File: src/rtl/snes_joypad.sv
// ----------------------------------------------------------------------------
// snes_joypad -- controller-side responder for the SCPU serial joypad port.
//
// The SCPU drives JOY_STRB (latch) and JOY_CLK (shift clock); this block
// latches the 12 buttons plus a 4-bit signature into an active-low shift
// register and returns one bit per JOY_CLK rising edge on JOY_DI[0].
//
// Ports:
//   WCLK        in   system clock (same domain as SCPU joypad outputs)
//   RST_N       in   asynchronous active-low reset
//   ENABLE      in   0 freezes all read state and ignores edges
//   JOY_STRB    in   latch strobe, active-high level
//   JOY_CLK     in   serial clock, idles high
//   BTN[11:0]   in   buttons, 1 = pressed (B,Y,Sel,Start,U,D,L,R,A,X,L,R)
//   TURBO[3:0]  in   turbo enables for B,Y,A,X (JOYPAD_TURBO_EN only)
//   JOY_DI[1:0] out  [0] serial data, 0 = pressed; [1] constant 1
//   BIT_CNT     out  bits shifted since last latch, saturates at 16
//   LATCH_PULSE out  one-WCLK pulse per strobe falling edge
//
// Build option: define JOYPAD_TURBO_EN to add the TURBO input and the
// strobe-counted turbo phase (parameter TURBO_DIV exists only then).
// ----------------------------------------------------------------------------
module snes_joypad #(
  parameter logic [3:0] ID_BITS = 4'b0000
`ifdef JOYPAD_TURBO_EN
  , parameter int TURBO_DIV = 4
`endif
) (
  input  logic        WCLK,
  input  logic        RST_N,
  input  logic        ENABLE,
  input  logic        JOY_STRB,
  input  logic        JOY_CLK,
  input  logic [11:0] BTN,
`ifdef JOYPAD_TURBO_EN
  input  logic [3:0]  TURBO,
`endif
  output logic [1:0]  JOY_DI,
  output logic [4:0]  BIT_CNT,
  output logic        LATCH_PULSE
);

  typedef enum logic [1:0] {
    S_IDLE  = 2'd0,
    S_LOAD  = 2'd1,
    S_SHIFT = 2'd2,
    S_DONE  = 2'd3
  } state_e;

  state_e      state_q, state_d;
  logic [11:0] btn_meta_q, btn_sync_q;
  logic        strb_prev_q, clk_prev_q;
  logic [15:0] sr_q, sr_d;
  logic [4:0]  cnt_q, cnt_d;
  logic        di_q, di_d;
  logic        latch_q, latch_d;
  logic        strb_rise_s, strb_fall_s, clk_rise_s;
  logic [11:0] btn_eff_s;
  logic [15:0] load_img_s;

  // Edges only exist while enabled; the previous-level registers hold otherwise.
  assign strb_rise_s = ENABLE &  JOY_STRB & ~strb_prev_q;
  assign strb_fall_s = ENABLE & ~JOY_STRB &  strb_prev_q;
  assign clk_rise_s  = ENABLE &  JOY_CLK  & ~clk_prev_q;

`ifdef JOYPAD_TURBO_EN
  logic [3:0] turbo_cnt_q;
  logic       phase_q;

  // Strobe counter: advances per latch, toggles the turbo phase on wrap.
  always_ff @(posedge WCLK or negedge RST_N) begin
    if (!RST_N) begin
      turbo_cnt_q <= 4'd0;
      phase_q     <= 1'b0;
    end else if (strb_fall_s) begin
      if (turbo_cnt_q == 4'(TURBO_DIV - 1)) begin
        turbo_cnt_q <= 4'd0;
        phase_q     <= ~phase_q;
      end else begin
        turbo_cnt_q <= turbo_cnt_q + 4'd1;
      end
    end
  end

  // Turbo bits B,Y,A,X sit at button positions 0,1,8,9.
  assign btn_eff_s = btn_sync_q &
                     ~({2'b00, TURBO[3:2], 6'b000000, TURBO[1:0]} & {12{phase_q}});
`else
  assign btn_eff_s = btn_sync_q;
`endif

  assign load_img_s = {~ID_BITS, ~btn_eff_s};

  // Two-flop synchronizer for the asynchronous button inputs.
  always_ff @(posedge WCLK or negedge RST_N) begin
    if (!RST_N) begin
      btn_meta_q <= 12'h000;
      btn_sync_q <= 12'h000;
    end else begin
      btn_meta_q <= BTN;
      btn_sync_q <= btn_meta_q;
    end
  end

  // State register plus edge-detect history; frozen while disabled.
  always_ff @(posedge WCLK or negedge RST_N) begin
    if (!RST_N) begin
      state_q     <= S_IDLE;
      strb_prev_q <= 1'b0;
      clk_prev_q  <= 1'b1;
    end else if (ENABLE) begin
      state_q     <= state_d;
      strb_prev_q <= JOY_STRB;
      clk_prev_q  <= JOY_CLK;
    end
  end

  // Next-state logic; a strobe rise always wins over a coincident clock rise.
  always_comb begin
    state_d = state_q;
    if (strb_rise_s) begin
      state_d = S_LOAD;
    end else begin
      case (state_q)
        S_IDLE:  state_d = S_IDLE;
        S_LOAD:  state_d = strb_fall_s ? S_SHIFT : S_LOAD;
        S_SHIFT: state_d = (clk_rise_s && (cnt_q == 5'd15)) ? S_DONE : S_SHIFT;
        S_DONE:  state_d = S_DONE;
        default: state_d = S_IDLE;
      endcase
    end
  end

  // Datapath/output next values: reload while latching (including the final
  // cycle of the strobe fall), shift on clock rises, pin the line otherwise.
  always_comb begin
    sr_d    = sr_q;
    cnt_d   = cnt_q;
    latch_d = strb_fall_s;
    if ((state_d == S_LOAD) || (state_q == S_LOAD)) begin
      sr_d  = load_img_s;
      cnt_d = 5'd0;
    end else if ((state_q == S_SHIFT) && clk_rise_s) begin
      sr_d  = {1'b0, sr_q[15:1]};
      cnt_d = cnt_q + 5'd1;
    end else begin
      sr_d  = sr_q;
      cnt_d = cnt_q;
    end
    case (state_d)
      S_IDLE:  di_d = 1'b1;
      S_DONE:  di_d = 1'b0;
      default: di_d = sr_d[0];
    endcase
  end

  // Datapath and registered outputs; only the latch pulse clears when disabled.
  always_ff @(posedge WCLK or negedge RST_N) begin
    if (!RST_N) begin
      sr_q    <= 16'hFFFF;
      cnt_q   <= 5'd0;
      di_q    <= 1'b1;
      latch_q <= 1'b0;
    end else if (ENABLE) begin
      sr_q    <= sr_d;
      cnt_q   <= cnt_d;
      di_q    <= di_d;
      latch_q <= latch_d;
    end else begin
      latch_q <= 1'b0;
    end
  end

  assign JOY_DI      = {1'b1, di_q};
  assign BIT_CNT     = cnt_q;
  assign LATCH_PULSE = latch_q;

endmodule

File: config.mk
export PLATFORM = sky130hd
export DESIGN_NAME = snes_joypad
export DESIGN_NICKNAME = d
export VERILOG_FILES = /design/src/rtl/snes_joypad.sv
export SDC_FILE = /design/constraint.sdc
export NUM_CORES = 1
export LEC_CHECK = 0
export CORE_ASPECT_RATIO = 0.5
export CORE_UTILIZATION = 48
export DETAILED_ROUTE_END_ITERATION = 8
export PLACE_DENSITY = 0.81
export SLEW_MARGIN = 20
export SYNTH_ARGS = -nofsm -noshare
export SYNTH_HDL_FRONTEND = slang
export SYNTH_SLANG_ARGS = --single-unit
export TNS_END_PERCENT = 50
File: constraint.sdc
create_clock -name WCLK -period 1.75 [get_ports WCLK]
set_clock_uncertainty 0.05 [all_clocks]
set_input_delay 0.35 -clock WCLK [delete_from_list [all_inputs] [get_ports WCLK]]
set_output_delay 0.35 -clock WCLK [all_outputs]
set_load 0.005 [all_outputs]
==> flow_metrics.env <==
export IMPL_synthToLayoutAreaGrowth_pct=30.51
export IMPL_drtPass1Iterations=4
export IMPL_clock_path_buffers=2
export IMPL_min_period_over_period_pct=103.5
export IMPL_maxcap_violations=0
export IMPL_tritoncts="yes"
export IMPL_clkSinkCount=51
export IMPL_rows=15
export IMPL_h_tree_depth_reported_by_cts=2
export IMPL_timing_setup_tns_ns=-0.06178
export IMPL_drt_iter0_drcs=39
export IMPL_rsz0062_at_grt="true"
export IMPL_wire_length_of_the_first_global_routing_pass_um=5582
export IMPL_yosys_area_top_type_share_pct=43.02
export IMPL_failed_checks="negative setup slack"
export IMPL_crit_buf_inv=0
export IMPL_share_of_final_layout_standard_cells_stronger_than_drive_strength_1_pct=32.61
export IMPL_floorplan_die_height_um=46.72
export IMPL_core_region_area_um2=3622
export IMPL_final_replace_weighted_congestion=0.7664
export IMPL_synth_area_um2=1919
export IMPL_worst_path_max_delay_cell="dfrtp_1"
export IMPL_antenna_cells_inserted=0
export IMPL_power_density_nw_per_um2=1141
export IMPL_r2r_startpoint="BIT_CNT[1]"
export IMPL_drc=0
export IMPL_path_clk_slew_ns=0.10
export IMPL_postSynthNetCount=162
export IMPL_io_pin_count=25
export IMPL_grt_pass1_vias=1248
export IMPL_yosys_warnings=0
export IMPL_cts_inserted_buffers=5
export IMPL_grt_util_all_layers_pct=17.57
export IMPL_worst_ep_arrival_time_ns=2.00
export IMPL_dominantRegCellSynth="dfrtp_1"
export IMPL_finalSetupViolCount=1
export IMPL_first_element_of_the_critical_path="BIT_CNT[1]"
export IMPL_setup_worst_path_end_class="register"
export IMPL_synth_top_cells_by_count="dfrtp_1 (33), dfstp_2 (18), nor2_1 (12)"
export IMPL_post_synth_main_area_contributors="dfrtp_1 (43%), dfstp_2 (25%), a221o_1 (5.7%)"
export IMPL_design_final_nets=203
export IMPL_grt_max_degree=52
export IMPL_status="complete, but fails checks"
export IMPL_layout_core_utilization_pct=69.15
export IMPL_drt_wl_total_um=3396
export IMPL_grt_remaining_overflow=0
export IMPL_worstPathCellList="ha_2 > and3_4 > ha_4 > a31oi_4 > o22a_1 > ha_4 > o21ai_2 > o21ai_1 > o21ai_1"
export IMPL_fmaxAchievable_ghz=0.5519
export IMPL_synth_seq_area_share_pct=67.67
export IMPL_design_die_area_um2=4271
export IMPL_dpl_hpwl_um=2208
export IMPL_portBuffers=23
export IMPL_grt_antenna_before_repair=0
export IMPL_synthCells=142
export IMPL_timing_critical_path_fanout_max=2
export IMPL_route_detailed_wl_per_inst_um=14.45
export IMPL_antenna_violating_nets_post_route=0
export IMPL_ys_ff_latch=51
export IMPL_avgViaCountPerCell=5.153
export IMPL_clkLatencyLatePin_ns=0.30
export IMPL_hold_slack_ns=0.2957
export IMPL_hold_class="reg2reg"
export IMPL_synthDistinctLibCells=39
export IMPL_post_synth_edffs=0
export IMPL_synth_area_leader_cell="dfrtp_1"
export IMPL_worst_path_dominant_cell_family="adder cells"
export IMPL_cpPeakStageDelay_ns=0.40
export IMPL_die_width_um=91.43
export IMPL_postLayoutSetupSlackWorst_ns=-0.06178
export IMPL_synth_most_common_cell="dfrtp_1"
export IMPL_final_count_of_pins_violating_max_slew=0
export IMPL_vdd_ir_drop_worst_mv=0.8891
export IMPL_synthArstFlopShare_pct=100.0
export IMPL_avgSynthCellArea_um2=13.52
export IMPL_worst_ep_required_time_ns=1.94
export IMPL_hp_start="btn_meta_q[8]"
export IMPL_classification_of_the_worst_setup_path="reg2reg"
export IMPL_leakage_nw=1.109
export IMPL_period_needed_ns=1.812
export IMPL_worst_setup_path_start_kind="register"
export IMPL_num_vias=1211
export IMPL_start_util_pct=52.99
export IMPL_timing_hold_violations_final=0
export IMPL_cts_root_buffer="clkbuf_8"
metrics by stage:
| stage | power, mW | std cells | area [um2] | setup slack (ns) |
|---|---|---|---|---|
| finish | 2.859 | 235 | 2505 | -0.06178 |
| global route | 3.009 | 235 | 2505 | -0.1589 |
| CTS | 2.838 | 233 | 2461 | -0.08453 |
| detailed placement | 2.136 | 224 | 2341 | -0.4993 |
| global placement | 2.102 | 224 | 2341 | -0.3968 |
| floorplan | 1.904 | 142 | 1959 | -0.008052 |
worst paths after layout:
path                                 endpoint  depth (start not counted)  slack, ns
worst max-delay path                     di_q                          9      -0.06
worst min-delay path             btn_eff_s[8]                          0       0.30
worst max register to register           di_q                          9      -0.06
worst min register to register   btn_eff_s[8]                          0       0.30
max in group asynchronous          clk_prev_q                          3       0.86
min in group asynchronous       btn_meta_q[2]                          3       0.51
area by class of cell:
type	instances	area, um2
sequential	51	1299
fill	264	1117
multi-input combinational	76	606.8
timing repair buffer	41	410.4
clock buffer	5	68.82
tap	51	63.81
inverter	8	30.03
clock inverter	3	26.28
worst register-to-register path, cell delays in order (launching register included):
cell and delay, ns:
dfrtp_1 0.40, ha_2 0.20, and3_4 0.17, ha_4 0.16, a31oi_4 0.13, o22a_1 0.18, ha_4 0.21, o21ai_2 0.09
o21ai_1 0.07, o21ai_1 0.08
flip-flops by register name, summed over array words and instances (netlist names):
register	count
strb_prev_q	1
btn_eff_s	12
clk_prev_q	1
sr_q	16
state_q	2
btn_meta_q	12
BIT_CNT	5
LATCH_PULSE	1
di_q	1
routing by layer:
metal / GRT usage [%] / share of wire (%) / vias to the layer above
li1: - / - / 580
met1: 22.54 / 48 / 606
met2: 30.83 / 48 / 25
met3: 4.950 / 3.5 / 0
met4: 4.444 / 0 / 0
met5: 0 / 0 / -
logic make-up after synthesis:
logic type               after synthesis  synth area share (%)
flip-flops                            51                 67.67
AO/OA/AOI/OAI                         35                 14.15
AND/OR/NAND/NOR                       34                 10.04
buffers and inverters                 15                 4.563
adder cells (fa/ha/maj)                3                 1.956
XOR/XNOR                               2                0.9128
other                                  1                0.1954
multiplexers                           1                0.5215
report_power, final:
part / internal (mW) / switching (mW)
Combinational: 0.319 / 0.269
Sequential: 1.46 / 0.114
Clock: 0.295 / 0.404
Total: 2.07 / 0.787
cells in the final DEF (no fill, tap or decap), drive strengths merged:
cell type / netlist / routed
dlygate4sd2: 0 / 1
a21oi: 2 / 2
nor2: 14 / 14
o22a: 3 / 3
o211a: 1 / 1
a21boi: 1 / 1
nand4b: 1 / 1
conb: 1 / 1
a22o: 1 / 1
a221o: 11 / 11
buf: 6 / 18
dlymetal6s2s: 0 / 3
dfstp: 18 / 18
dfrtp: 33 / 33
a31oi: 1 / 1
dlygate4sd3: 0 / 1
or2: 1 / 1
nor3: 1 / 1
nand3: 2 / 2
xnor2: 2 / 2
and3: 1 / 1
nand2b: 1 / 1
nand3b: 1 / 1
a2bb2oi: 1 / 1
o21ai: 11 / 11
ha: 3 / 3
and3b: 2 / 2
mux2i: 1 / 1
o221ai: 1 / 1
clkinv: 0 / 1
nor3b: 2 / 2
clkdlybuf4s50: 0 / 18
nand2: 6 / 6
inv: 8 / 10
nor2b: 2 / 2
clkbuf: 1 / 5
o22ai: 2 / 2
what timing repair did:
action                                 in CTS  in global routing
endpoints found under the hold margin      33                  0
hold buffers                                1                  0
resized for setup                           4                  7
buffers inserted                            0                  2
pin swaps                                   1                  0
gates cloned                                0                  0
setup endpoints to repair                  19                 19
Power figures use the tool's default switching activity.
